File: src/rtl/rrs_alu_pkg.sv
// Shared widths, tag constants and types for the RRS table
// and the integer ALU slots.
package rrs_alu_pkg;

   localparam int WORD_SIZE = 32;
   localparam int UNIT_SIZE = 8;
   localparam int NUM_REGS  = 64;
   localparam int REG_SIZE  = $clog2(NUM_REGS);

   typedef logic [UNIT_SIZE-1:0] tag_t;
   typedef logic [WORD_SIZE-1:0] word_t;
   typedef logic [REG_SIZE-1:0]  reg_idx_t;

   // Tag 0 means the register file already holds the value
   localparam tag_t TAG_NONE = 8'h00;
   localparam tag_t ADD_BASE = 8'h80;
   localparam tag_t MUL_BASE = 8'hA0;
   localparam tag_t LW_BASE  = 8'hC0;

endpackage

File: src/rtl/rrs_alu_int_alu.sv
// Combinational signed add/multiply datapath shared
// by the add, mul and address-generation slots.
module int_alu
   import rrs_alu_pkg::*;
(
   input  logic [WORD_SIZE-1:0] a_i,
   input  logic [WORD_SIZE-1:0] b_i,
   output logic [WORD_SIZE-1:0] add_o,
   output logic [WORD_SIZE-1:0] mul_o
);

   // Low word of a two's complement product does not depend on signedness
   assign add_o = a_i + b_i;
   assign mul_o = a_i * b_i;

endmodule

File: src/rtl/rrs_alu.sv
// Register Result Status table with CDB snoop clear,
// plus the shared integer ALU instance.
module rrs_alu
   import rrs_alu_pkg::*;
(
   input  logic                 clk,
   input  logic                 rst,
   input  logic [REG_SIZE-1:0]  rrs_addr,
   input  logic                 rrs_we,
   input  logic [UNIT_SIZE-1:0] rrs_wdata,
   output logic [UNIT_SIZE-1:0] rrs_rdata,
   output logic                 rrs_busy,
   input  logic                 cdb_valid,
   input  logic [UNIT_SIZE-1:0] cdb_tag,
   input  logic [WORD_SIZE-1:0] alu_a,
   input  logic [WORD_SIZE-1:0] alu_b,
   output logic [WORD_SIZE-1:0] add_out,
   output logic [WORD_SIZE-1:0] mul_out
);

   tag_t tbl_q [NUM_REGS];
   tag_t tbl_d [NUM_REGS];
   logic clr_en;

   assign clr_en = cdb_valid && (cdb_tag != TAG_NONE);

   // Issue write is applied after the snoop clear so the newest producer wins
   always_comb begin
      for (int i = 0; i < NUM_REGS; i++) begin
         tbl_d[i] = tbl_q[i];
         if (clr_en && (tbl_q[i] == cdb_tag)) begin
            tbl_d[i] = TAG_NONE;
         end
      end
      if (rrs_we) begin
         tbl_d[rrs_addr] = rrs_wdata;
      end
   end

   always_ff @(posedge clk) begin
      if (rst) begin
         for (int i = 0; i < NUM_REGS; i++) begin
            tbl_q[i] <= TAG_NONE;
         end
      end else begin
         for (int i = 0; i < NUM_REGS; i++) begin
            tbl_q[i] <= tbl_d[i];
         end
      end
   end

   assign rrs_rdata = tbl_q[rrs_addr];
   assign rrs_busy  = (rrs_rdata != TAG_NONE);

   int_alu u_int_alu (
      .a_i   (alu_a),
      .b_i   (alu_b),
      .add_o (add_out),
      .mul_o (mul_out)
   );

endmodule

File: config.mk
export PLATFORM = sky130hd
export DESIGN_NAME = rrs_alu
export DESIGN_NICKNAME = d
export VERILOG_FILES = /design/src/rtl/rrs_alu_pkg.sv /design/src/rtl/rrs_alu_int_alu.sv /design/src/rtl/rrs_alu.sv
export SDC_FILE = /design/constraint.sdc
export NUM_CORES = 2
export LEC_CHECK = 0
export CAP_MARGIN = 20
export CORE_ASPECT_RATIO = 0.75
export CORE_MARGIN = 2
export CORE_UTILIZATION = 35
export CTS_CLUSTER_DIAMETER = 80
export DETAILED_ROUTE_END_ITERATION = 12
export GPL_ROUTABILITY_DRIVEN = 0
export PLACE_DENSITY = 0.63
export SYNTH_ARGS = -nofsm -noshare
export SYNTH_HDL_FRONTEND = slang
export SYNTH_SLANG_ARGS = --single-unit
File: constraint.sdc
create_clock -name clk -period 12.35 [get_ports clk]
set_input_delay 1.8525 -clock clk [delete_from_list [all_inputs] [get_ports clk]]
set_output_delay 1.8525 -clock clk [all_outputs]
set_load 0.01 [all_outputs]
==> flow_summary.html <==
<table>
<tr><th>Metric</th><th>Value</th></tr>
<tr><th colspan="2">Outcome</th></tr>
<tr><td>Run status</td><td>completed</td></tr>
<tr><th colspan="2">Die</th></tr>
<tr><td>Initial standard-cell utilization of the core</td><td>0.352</td></tr>
<tr><td>Die Footprint</td><td>128,000 sq um</td></tr>
<tr><td>Placeable core area</td><td>124,000 sq um</td></tr>
<tr><td>Placement Rows</td><td>112</td></tr>
<tr><td>Die boundary height</td><td>310 microns</td></tr>
<tr><td>Die Wd</td><td>412 microns</td></tr>
<tr><td>Top-level port count</td><td>163</td></tr>
<tr><th colspan="2">Power</th></tr>
<tr><td>Switching Fraction</td><td>0.454</td></tr>
<tr><td>P_sw</td><td>0.00831 W</td></tr>
<tr><td>Power per cell area</td><td>376 nW/um^2</td></tr>
<tr><td>Largest vdd supply drop</td><td>0.00149 V</td></tr>
<tr><td>Part of the total power dissipated in the clock network</td><td>0.092</td></tr>
<tr><td>Sequential group share of total power</td><td>0.091</td></tr>
<tr><td>Internal Pwr Total</td><td>0.00997 W</td></tr>
<tr><td>Leakage power</td><td>19.3 nW</td></tr>
<tr><td>Portion of total power attributed to combinational logic</td><td>0.817</td></tr>
<tr><th colspan="2">Synthesis</th></tr>
<tr><td>Yosys top cell area share</td><td>0.234</td></tr>
<tr><td>Post-synthesis cell count</td><td>4,950</td></tr>
<tr><td>Sequential share of the synthesized area</td><td>0.234</td></tr>
<tr><td>Fraction of registers with async set/reset</td><td>0</td></tr>
<tr><td>Number of synthesized register bits</td><td>512</td></tr>
<tr><td>Number of synthesized flops with an enable pin</td><td>0</td></tr>
<tr><td>Unique masters post-synth</td><td>63</td></tr>
<tr><td>Cell type with the largest total area after synthesis</td><td>dfxtp_1</td></tr>
<tr><td>Most used flip-flop cell after synthesis</td><td>dfxtp_1</td></tr>
<tr><td>Post-synthesis net count</td><td>5,603</td></tr>
<tr><td>Most area-consuming cells after synthesis</td><td>dfxtp_1, fa_1, a22oi_1</td></tr>
<tr><td>Post-synthesis average cell area</td><td>8.84 sq um</td></tr>
<tr><td>Mapped cell area</td><td>43,800 sq um</td></tr>
<tr><td>Yosys warns</td><td>0</td></tr>
<tr><th colspan="2">STA</th></tr>
<tr><td>Final Cycle Share</td><td>0.946</td></tr>
<tr><td>Pin slew with the least headroom to its limit</td><td>1.27 ns</td></tr>
<tr><td>Final min period</td><td>11.68 ns</td></tr>
<tr><td>Setup violation total in the final timing report</td><td>0</td></tr>
<tr><td>Tightest slew margin relative to the limit</td><td>0.153</td></tr>
<tr><td>Fin Clk Skew</td><td>0.0312 ns</td></tr>
<tr><td>Final setup TNS</td><td>0 ns</td></tr>
<tr><td>Fmax achieved</td><td>85.6 MHz</td></tr>
<tr><td>Hold Violations, Final</td><td>0</td></tr>
<tr><td>Unrepaired setup endpoints after global routing</td><td>false</td></tr>
<tr><td>Final Max Slew Viols</td><td>0</td></tr>
<tr><th colspan="2">Setup path</th></tr>
<tr><td>Worst endpoint data arrival time</td><td>9.83 ns</td></tr>
<tr><td>Setup slack of the worst register-to-register path</td><td>10.54 ns</td></tr>
<tr><td>Element type at the critical path start</td><td>primary input</td></tr>
<tr><td>Depth of the worst register-to-register path</td><td>5</td></tr>
<tr><td>Reg-to-Reg Start</td><td>tbl_q[40][3]</td></tr>
<tr><td>Last element of the critical path</td><td>mul_out[30]</td></tr>
<tr><td>Max FO, Critical Path</td><td>18</td></tr>
<tr><td>R2r endpoint</td><td>tbl_q[40][0]</td></tr>
<tr><td>Start point of the critical path</td><td>alu_b[2]</td></tr>
<tr><td>Req. time, crit path</td><td>10.50 ns</td></tr>
<tr><td>Endpoint kind of the worst setup timing path</td><td>output pin</td></tr>
<tr><td>Path type of the worst setup path</td><td>in2out</td></tr>
<tr><th colspan="2">Clock network</th></tr>
<tr><td>Total number of clock tree sinks</td><td>512</td></tr>
<tr><td>Htree depth</td><td>2</td></tr>
<tr><td>Total of hold buffers inserted after clock tree synthesis</td><td>0</td></tr>
<tr><td>Cells resized by post-CTS repair</td><td>0</td></tr>
<tr><td>Clock tree from TritonCTS</td><td>done</td></tr>
<tr><td>Root Buffer Master</td><td>clkbuf_16</td></tr>
<tr><td>CTS buffer count</td><td>55</td></tr>
<tr><td>Worst-case clock buffer depth</td><td>3</td></tr>
<tr><td>Clock latency on the worst-skew pair</td><td>0.64 ns</td></tr>
<tr><td>Post-CTS Setup Repair Bufs</td><td>0</td></tr>
<tr><td>Worst-path clk slew</td><td>0.06 ns</td></tr>
<tr><th colspan="2">Drt</th></tr>
<tr><td>Post-DR vias/cell</td><td>5.82</td></tr>
<tr><td>WL/cell</td><td>24.6 microns</td></tr>
<tr><td>Wirelength, routed</td><td>163 mm</td></tr>
<tr><td>DR pass1 iterations</td><td>9</td></tr>
<tr><td>Number of routed nets with antenna violations</td><td>0</td></tr>
<tr><td>Vias after detailed routing</td><td>38,601</td></tr>
<tr><td>Remaining design rule violation count</td><td>0</td></tr>
<tr><td>1st-iter DRT viols</td><td>4,940</td></tr>
<tr><th colspan="2">Finish</th></tr>
<tr><td>Share of final-layout standard cells stronger than drive strength 1</td><td>0.0574</td></tr>
<tr><td>Net count of the finished layout</td><td>5,588</td></tr>
<tr><td>Top library cells by usage in the layout, fill and taps aside</td><td>nor2_1, a22oi_1, dfxtp_1</td></tr>
<tr><td>Most common cell after layout, fill and taps aside</td><td>nor2_1</td></tr>
<tr><td>Top Registers</td><td>tbl_q x512</td></tr>
<tr><td>Flip-flop count of the largest register after layout</td><td>512</td></tr>
<tr><td>Area of combinational cells with multiple inputs</td><td>30,700 sq um</td></tr>
<tr><td>Sequential cell area</td><td>10,200 sq um</td></tr>
<tr><td>Final non-filler cell total</td><td>6,638</td></tr>
<tr><td>Fill cell total of the finished layout</td><td>12,540</td></tr>
<tr><td>Largest register by flop count</td><td>tbl_q</td></tr>
<tr><td>Area growth from synthesis to final layout</td><td>11.2%</td></tr>
<tr><th colspan="2">Worst hold path</th></tr>
<tr><td>Hold path startpoint</td><td>tbl_q[24][5]</td></tr>
<tr><td>Worst hold path type</td><td>reg2reg</td></tr>
<tr><th colspan="2">Run</th></tr>
<tr><td>Max-cap violations</td><td>0</td></tr>
<tr><th colspan="2">Placed design</th></tr>
<tr><td>Number of buffers inserted by port buffering</td><td>162</td></tr>
<tr><td>Post-detail-place hpwl</td><td>111 mm</td></tr>
<tr><td>Number of cells in the design after placement</td><td>6,531</td></tr>
<tr><th colspan="2">Global routing</th></tr>
<tr><td>Initial antenna violation count</td><td>8</td></tr>
<tr><td>Overall overflow remaining after global route</td><td>0</td></tr>
<tr><td>First-pass GRT wire length</td><td>244 mm</td></tr>
<tr><td>All-layer global routing usage</td><td>0.249</td></tr>
<tr><td>Pin count of the biggest net entering global routing</td><td>149</td></tr>
<tr><td>Number of global-route vias before repair</td><td>37,616</td></tr>
</table>
==> cells by family (layout without fill, tap and decap cells) <==
logic type | count (synthesis) | after routing | share of synthesized area
compound gates | 973 | 973 | 0.159
xor+xnor | 628 | 628 | 0.126
fa+ha+maj | 563 | 563 | 0.231
buf+inv | 737 | 769 | 0.0647
flops | 512 | 512 | 0.234
mux | 90 | 90 | 0.0302
other cells | 0 | 3 | 0
simple gates | 1447 | 1447 | 0.155
==> Yosys cell counts, drive strengths merged, types with 38 or more instances <==
cell and n:
xnor2 288, a221oi 40, buf 68, nor2 658
nor4 86, xor2 340, o21ai 38, a21oi 110
clkbuf 261, a22oi 591, nand4 56, fa 409
a31oi 62, and2 314, ha 154, nand2 260
inv 408, dfxtp 512
==> worst max-delay path, stage by stage <==
cell and delay [ns]:
clkdlybuf4s50_1 0.82, buf_4 0.40, and2_1 0.17, fa_1 0.53, inv_1 0.05, fa_1 0.45, fa_1 0.50, inv_1 0.06
fa_1 0.53, ha_1 0.23, ha_1 0.28, inv_1 0.05, fa_1 0.47, inv_1 0.05, fa_1 0.37, ha_1 0.39
a21o_1 0.21, a21oi_1 0.14, o31ai_1 0.09, buf_4 0.18, o2111a_1 0.25, o31ai_1 0.37, nand2b_1 0.12, a21oi_1 0.37
o21ai_0 0.20, xor2_1 0.15, clkdlybuf4s50_1 0.55
==> metrics by stage <==
stage | hold slack, ns | instance area, sq um | utilization | worst slack (ns) | power, W
6_report | 0.545 | 48700 | 0.392 | 0.667 | 0.0183
5_1_grt | 0.572 | 48600 | 0.392 | 0.312 | 0.0197
3_5_place_dp | 0.529 | 46800 | 0.377 | 0.701 | 0.0166
3_3_place_gp | 0.518 | 46800 | 0.377 | 0.785 | 0.0165
4_1_cts | 0.547 | 48600 | 0.392 | 0.710 | 0.0183
2_1_floorplan | 0.501 | 43800 | - | 2.43 | 0.0107
==> how the worst min path moves through the flow <==
stage | slack [ns] | cells after the start | end
4_1_cts | 0.55 | 2 | tbl_q[29][6]
3_5_place_dp | 0.53 | 2 | tbl_q[29][6]
3_3_place_gp | 0.52 | 2 | tbl_q[2][1]
2_1_floorplan | 0.50 | 2 | tbl_q[25][4]
5_1_grt | 0.57 | 2 | tbl_q[24][5]
6_report | 0.55 | 2 | tbl_q[24][5]
==> metal layers <==
metal,routed length (microns),global-route usage
met1,68800,0.351
met2,68800,0.371
met3,19400,0.0600
met4,6060,0.0861
met5,70,0
==> power groups by stage <==
stage,combinational [W],sequential (W),clock [W]
after CTS,0.0149,0.00167,0.00169
final,0.0149,0.00167,0.00168
after floorplan,0.00896,0.00170,0
after global placement,0.0148,0.00170,0
after global routing,0.0163,0.00167,0.00176
after detailed placement,0.0149,0.00170,0
==> area by class of cell <==
class                      count  area share
antenna                        3    0.000154
clock buffer                  86      0.0348
clock inverter                18     0.00273
inverter                     408      0.0315
multi-input combinational   3701       0.631
sequential                   512       0.211
tap                         1653      0.0425
timing repair buffer         257      0.0467
No activity file was read; power rests on OpenSTA's default activity.
